**config.mk**
```make
export PLATFORM = sky130hd
export DESIGN_NAME = uart_coord_packer
export DESIGN_NICKNAME = d
export VERILOG_FILES = /design/src/rtl/uart_coord_packer.sv
export SDC_FILE = /design/constraint.sdc
export NUM_CORES = 1
export LEC_CHECK = 0
export BUFFER_PORTS_ARGS = -buffer_cell sky130_fd_sc_hd__buf_2
export CAP_MARGIN = 15
export CELL_PAD_IN_SITES_DETAIL_PLACEMENT = 0
export CELL_PAD_IN_SITES_GLOBAL_PLACEMENT = 1
export CORE_UTILIZATION = 30
export CTS_CLUSTER_SIZE = 8
export DETAILED_ROUTE_END_ITERATION = 16
export PLACE_DENSITY_LB_ADDON = 0.15
export SYNTH_ARGS = -nofsm -noshare
export SYNTH_HDL_FRONTEND = slang
export SYNTH_SLANG_ARGS = --single-unit
```
**constraint.sdc**
```tcl
create_clock -name sys_clk -period 4.8 [get_ports sys_clk]
set_clock_uncertainty 0.15 [all_clocks]
set_input_delay 0.24 -clock sys_clk [delete_from_list [all_inputs] [get_ports sys_clk]]
set_output_delay 0.24 -clock sys_clk [all_outputs]
set_load 0.005 [all_outputs]
```
**src/rtl/uart_coord_packer.sv**
```systemverilog
// uart_coord_packer
// Frames ball-detection results into fixed 8-byte packets for the UART byte
// transmitter: AA, x[15:8], x[7:0], y[15:8], y[7:0], {7'b0,found}, checksum, 55.
// The transmitter has no ready output and reads its data input for the whole
// frame. Bytes are therefore paced by a fixed slot of GAP_BITS bit periods,
// and tx_data stays constant between start pulses.
//
// Ports:
//   sys_clk      in   system clock
//   sys_rst_n    in   asynchronous active-low reset
//   coord_valid  in   1-cycle strobe qualifying ball_x/ball_y/ball_found
//   ball_x       in   ball centre column (COORD_W bits, zero-extended to 16)
//   ball_y       in   ball centre row    (COORD_W bits, zero-extended to 16)
//   ball_found   in   1 = ball detected in the frame
//   tx_data      out  byte to the transmitter, held for the whole byte slot
//   tx_flag      out  1-cycle start pulse to the transmitter
//   busy         out  packet in progress
//   ovr_cnt      out  saturating count of pending samples overwritten unsent
module uart_coord_packer #(
    parameter int          UART_BPS = 9600,
    parameter int          CLK_FREQ = 50_000_000,
    parameter int          COORD_W  = 12,
    parameter int          GAP_BITS = 11,
    parameter logic [7:0]  HEADER   = 8'hAA,
    parameter logic [7:0]  TAIL     = 8'h55
) (
    input  logic               sys_clk,
    input  logic               sys_rst_n,
    input  logic               coord_valid,
    input  logic [COORD_W-1:0] ball_x,
    input  logic [COORD_W-1:0] ball_y,
    input  logic               ball_found,
    output logic [7:0]         tx_data,
    output logic               tx_flag,
    output logic               busy,
    output logic [7:0]         ovr_cnt
);

    localparam int BAUD_CNT_MAX = CLK_FREQ / UART_BPS;
    localparam int GAP_MAX      = BAUD_CNT_MAX * GAP_BITS;
    localparam int GAP_W        = ($clog2(GAP_MAX) > 20) ? $clog2(GAP_MAX) : 20;
    localparam logic [GAP_W-1:0] GAP_LAST = GAP_W'(GAP_MAX - 1);

    // Launching a byte is folded into the transition that enters or stays in
    // WAIT_GAP, so the start pulse appears in the cycle right after
    // coord_valid (or right after the previous slot's terminal count).
    typedef enum logic [0:0] {
        IDLE,
        WAIT_GAP
    } state_t;

    state_t           state;
    logic [2:0]       idx;
    logic [GAP_W-1:0] gap_cnt;

    logic [15:0]      pkt_x;
    logic [15:0]      pkt_y;
    logic             pkt_found;

    logic [15:0]      pend_x;
    logic [15:0]      pend_y;
    logic             pend_found;
    logic             pending;

    logic [15:0]      in_x;
    logic [15:0]      in_y;
    logic [2:0]       idx_next;
    logic [7:0]       checksum;
    logic [7:0]       next_byte;
    logic             slot_end;
    logic             last_slot_end;

    assign in_x     = 16'(ball_x);
    assign in_y     = 16'(ball_y);
    assign idx_next = idx + 3'd1;

    // Eight-bit sum wraps naturally, giving the mod-256 checksum.
    assign checksum = pkt_x[15:8] + pkt_x[7:0] + pkt_y[15:8] + pkt_y[7:0]
                    + {7'b0, pkt_found};

    assign slot_end      = (gap_cnt == GAP_LAST);
    assign last_slot_end = slot_end && (idx == 3'd7);

    always_comb begin
        next_byte = TAIL;
        case (idx_next)
            3'd0:    next_byte = HEADER;
            3'd1:    next_byte = pkt_x[15:8];
            3'd2:    next_byte = pkt_x[7:0];
            3'd3:    next_byte = pkt_y[15:8];
            3'd4:    next_byte = pkt_y[7:0];
            3'd5:    next_byte = {7'b0, pkt_found};
            3'd6:    next_byte = checksum;
            default: next_byte = TAIL;
        endcase
    end

    always_ff @(posedge sys_clk or negedge sys_rst_n) begin
        if (!sys_rst_n) begin
            state      <= IDLE;
            idx        <= 3'd0;
            gap_cnt    <= '0;
            pkt_x      <= 16'h0000;
            pkt_y      <= 16'h0000;
            pkt_found  <= 1'b0;
            pend_x     <= 16'h0000;
            pend_y     <= 16'h0000;
            pend_found <= 1'b0;
            pending    <= 1'b0;
            tx_data    <= 8'h00;
            tx_flag    <= 1'b0;
            busy       <= 1'b0;
            ovr_cnt    <= 8'h00;
        end else begin
            tx_flag <= 1'b0;
            case (state)
                IDLE: begin
                    if (coord_valid) begin
                        pkt_x     <= in_x;
                        pkt_y     <= in_y;
                        pkt_found <= ball_found;
                        idx       <= 3'd0;
                        gap_cnt   <= '0;
                        tx_data   <= HEADER;
                        tx_flag   <= 1'b1;
                        busy      <= 1'b1;
                        state     <= WAIT_GAP;
                    end
                end

                WAIT_GAP: begin
                    if (!slot_end) begin
                        gap_cnt <= gap_cnt + GAP_W'(1);
                    end else begin
                        gap_cnt <= '0;
                        if (idx != 3'd7) begin
                            idx     <= idx_next;
                            tx_data <= next_byte;
                            tx_flag <= 1'b1;
                        end else if (pending || coord_valid) begin
                            // A strobe landing on the final terminal count is
                            // newer than anything buffered, so it wins.
                            if (coord_valid) begin
                                pkt_x     <= in_x;
                                pkt_y     <= in_y;
                                pkt_found <= ball_found;
                            end else begin
                                pkt_x     <= pend_x;
                                pkt_y     <= pend_y;
                                pkt_found <= pend_found;
                            end
                            pending <= 1'b0;
                            idx     <= 3'd0;
                            tx_data <= HEADER;
                            tx_flag <= 1'b1;
                        end else begin
                            busy  <= 1'b0;
                            state <= IDLE;
                        end
                    end

                    if (coord_valid && !last_slot_end) begin
                        pend_x     <= in_x;
                        pend_y     <= in_y;
                        pend_found <= ball_found;
                        pending    <= 1'b1;
                    end

                    // Any strobe that finds an unsent sample discards it.
                    if (coord_valid && pending && (ovr_cnt != 8'hFF)) begin
                        ovr_cnt <= ovr_cnt + 8'd1;
                    end
                end

                default: begin
                    state <= IDLE;
                    busy  <= 1'b0;
                end
            endcase
        end
    end

endmodule
```
==> run_results.csv <==
group,metric,value,unit
critical_path,crit_path_top_delay_cell,"sky130_fd_sc_hd__fa_1",
critical_path,worstRegToRegCells,13,
route,routed-via-count,3768,
synth,synth_cells,495,
critical_path,cp.required,4920,ps
sta,finalSetupViolations,0,
synth,netlist_area,0.005160,mm²
synth,netlist.area_leader.share,0.4510,
sta,pin_slew_with_the_least_headroom_to_its_limit,815.1,ps
hold_path,worstHoldStart,"coord_valid",
critical_path,critical_path.endpoint_type,"flip-flop",
die,die_area,0.01773,mm²
synth,synth.top_cells.by_area,"sky130_fd_sc_hd__dfrtp_1 45%, sky130_fd_sc_hd__mux2_4 5.8%, sky130_fd_sc_hd__o21ai_0 5.7%",
synth,yosysUniqueCellTypes,57,
synth,synthesis.yosys.warnings,0,
sta,fin_setup_tns,0,ps
die,coreArea,0.01670,mm²
route,routed_wirelength,12.05,mm
global_routing,grt_max_degree,59,
pwr,cellPowerDensity,324.5,mW/mm²
die,die_x,133.2,µm
critical_path,crit-reg2reg-launch,"pkt_x[1]$_DFFE_PN0P_",
clock_tree,clock_insertion_delay_worst_skew,350,ps
die,die-height,133.2,µm
critical_path,data_arrival_critical_path,3410,ps
clock_tree,clkSinkCount,93,
layout,layout_commonest_cell,"sky130_fd_sc_hd__dfrtp_1",
layout,syn_to_final_growth,19.13,%
sta,final_hold_viol_count,0,
place,place.port_buffers,45,
clock_tree,clk_transition_reported_paths,70,ps
critical_path,crit_chain,"inv_1 -> fa_1 -> fa_1 -> inv_1 -> ha_1 -> inv_1 -> fa_1 -> nor2b_1 -> o31a_1 -> o22ai_1 -> xor2_1 -> and4_1 -> nor3_1",
route,post_drt_wl_per_cell,15.36,µm
layout,antenna_cells_inserted,0,
sta,hold_slack,89.96,ps
global_routing,first_global_vias,3766,
route,detail-route-antenna-nets,0,
place,dpl.hpwl,8.496,mm
synth,postSynthRegisterBits,93,
clock_tree,resized_gates_after_cts,0,
synth,synth_area_leader_cell,"sky130_fd_sc_hd__dfrtp_1",
critical_path,critical_path.reg2reg.endpoint,"tx_data[7]$_DFFE_PN0P_",
clock_tree,tritoncts.num_buffers,9,
synth,synthFlopType,"sky130_fd_sc_hd__dfrtp_1",
hold_path,number_of_cells_traversed_by_the_worst_hold_path,2,
sta,maxClockFrequency,303.8,MHz
global_routing,grt_pass1_wl,20.03,mm
synth,synth-seq-area-share,0.4510,
route,drt-pass1-iter-count,4,
synth,mappedNetlistNets,553,
layout,final_layout_size_suffix_gt1_frac,0.1879,
synth,synth-edff-count,0,
sta,rsz0062_at_grt,"false",
pwr,leakage_power_summed_over_all_cells,0.002853,µW
clock_tree,cts_max_level,3,
die,io-pin-count,46,
route,vias_per_cell,4.806,
clock_tree,tritoncts,"done",
global_routing,antenna_found_initial,0,
critical_path,worst_path_largest_cell_delay,560,ps
sta,post-route-min-period,3291,ps
pwr,vdd_drop_max,0.1527,mV
global_routing,overflow,0,
outcome,status,"finished clean",
synth,synth_area_per_cell,10.42,µm²
clock_tree,clock_tree.root_cell,"sky130_fd_sc_hd__clkbuf_16",
layout,layout_common_cells,"93 x sky130_fd_sc_hd__dfrtp_1, 59 x sky130_fd_sc_hd__o21ai_0, 53 x sky130_fd_sc_hd__nand2_1",
hold_path,worst_hold_path_type,"in2reg",
die,placement_rows,47,
sta,post-route-period-util,0.6857,
run,max_cap_viol_count,0,
place,gpl.final_weighted_congestion,0.8033,
route,post-route-drc-count,0,
die,start_util,0.3090,
layout,nNetsFinal,618,
critical_path,critPathLaunchType,"flip-flop",
sta,timing_max_transition_violations_final,0,
clock_tree,cts_max_path_buffers,2,
hold_path,hold_path_endpoint,"gap_cnt[2]$_DFFE_PN0P_",
global_routing,grt.total_usage,0.1466,
sta,slew_headroom,0.4566,
route,dr.first_iter.drc_count,175,
critical_path,worstSetupPathType,"reg2reg",
critical_path,r2r_slack,1510,ps
synth,synth-async-reset-ratio,1.000,
critical_path,path_max_fanout,2,
-- worst max-delay path by stage --
stage,to,cells after the start,start
after floorplan,tx_data[7]$_DFFE_PN0P_,13,pkt_x[1]$_DFFE_PN0P_
after global placement,tx_data[7]$_DFFE_PN0P_,13,pkt_x[1]$_DFFE_PN0P_
after detailed placement,tx_data[7]$_DFFE_PN0P_,13,pkt_x[1]$_DFFE_PN0P_
after CTS,tx_data[7]$_DFFE_PN0P_,13,pkt_x[1]$_DFFE_PN0P_
after global routing,tx_data[7]$_DFFE_PN0P_,13,pkt_x[1]$_DFFE_PN0P_
final,tx_data[7]$_DFFE_PN0P_,13,pkt_x[1]$_DFFE_PN0P_
-- layout make-up --
class / instances / area, µm²
clock inverter: 6 / 93.84
clock buffer: 9 / 225.2
timing repair buffer: 75 / 521.8
tap: 220 / 275.3
inverter: 36 / 135.1
multi-input combinational: 345 / 2569
sequential: 93 / 2327
fill: 1687 / 10550
-- per-layer routing --
metal	share of wire	vias to the layer above	global-route usage
met4	0.015	0	0.05366
met2	0.49	70	0.2443
met5	0	-	0
li1	-	1873	-
met3	0.027	9	0.02816
met1	0.47	1816	0.1891
-- timing repair --
action / 4_1_cts / 5_1_grt
hold buffers: 26 / 0
buffers inserted: 0 / 0
endpoints found under the hold margin: 82 / 0
setup endpoints to repair: 0 / 0
-- logic make-up (layout without fill, tap and decap cells) --
| kind of cell | after synthesis | count (layout) | share of synthesized area |
|---|---|---|---|
| fa+ha+maj | 30 | 30 | 0.08584 |
| flops | 93 | 93 | 0.4510 |
| xor+xnor | 14 | 14 | 0.02376 |
| simple gates | 119 | 119 | 0.1169 |
| mux | 52 | 52 | 0.1217 |
| compound gates | 130 | 130 | 0.1496 |
| buf+inv | 57 | 126 | 0.05116 |
-- stage by stage --
| step | cells | cell area (µm²) | power, µW | util | setup slack [ps] |
|---|---|---|---|---|---|
| 4_1_cts | 784 | 6147 | 2034 | 0.3681 | 1505 |
| 3_5_place_dp | 743 | 5568 | 1213 | 0.3334 | 1508 |
| 5_1_grt | 784 | 6147 | 2110 | 0.3681 | 1333 |
| 2_1_floorplan | 495 | 5160 | 1107 | - | 1720 |
| 3_3_place_gp | 742 | 5557 | 1209 | 0.3327 | 1584 |
| 6_report | 784 | 6147 | 1995 | 0.3681 | 1509 |
-- flip-flops by register name (all words and copies together) (netlist names), 3 cells and up --
signal / cells
ovr_cnt: 8
gap_cnt: 20
pkt_y: 12
tx_data: 8
pkt_x: 12
pend_y: 12
pend_x: 12
idx: 3
-- where the power goes --
group | switching, µW | leakage [µW] | internal, µW | total [µW]
Clock | 325 | 0.000158 | 460 | 786
Sequential | 52.7 | 0.00114 | 844 | 897
Combinational | 149 | 0.00156 | 164 | 312
Total | 527 | 0.00285 | 1470 | 1990
-- critical path, delay by kind of cell, from the launching register on --
kind	cells	cell delay, ps
buf+inv	3	190
compound gates	2	290
fa+ha+maj	4	1530
simple gates	3	530
flops	1	350
xor+xnor	1	180
-- cells in the mapped netlist, types with 3 or more instances --
master and n:
sky130_fd_sc_hd__a21o_1 3, sky130_fd_sc_hd__a21oi_1 20, sky130_fd_sc_hd__a31oi_1 10, sky130_fd_sc_hd__and2_1 3, sky130_fd_sc_hd__and3_1 8, sky130_fd_sc_hd__buf_2 5, sky130_fd_sc_hd__clkbuf_1 11, sky130_fd_sc_hd__dfrtp_1 93
sky130_fd_sc_hd__fa_1 9, sky130_fd_sc_hd__ha_1 21, sky130_fd_sc_hd__inv_1 34, sky130_fd_sc_hd__mux2_2 6, sky130_fd_sc_hd__mux2_4 20, sky130_fd_sc_hd__mux2i_1 26, sky130_fd_sc_hd__nand2_1 53, sky130_fd_sc_hd__nand2b_1 4
sky130_fd_sc_hd__nand3_1 9, sky130_fd_sc_hd__nand4_1 10, sky130_fd_sc_hd__nor2_1 15, sky130_fd_sc_hd__o21a_1 3, sky130_fd_sc_hd__o21ai_0 59, sky130_fd_sc_hd__o21ai_1 8, sky130_fd_sc_hd__o22a_1 3, sky130_fd_sc_hd__o22ai_1 6
sky130_fd_sc_hd__xnor2_1 11, sky130_fd_sc_hd__xor2_1 3
(Power assumes the default switching activity.)
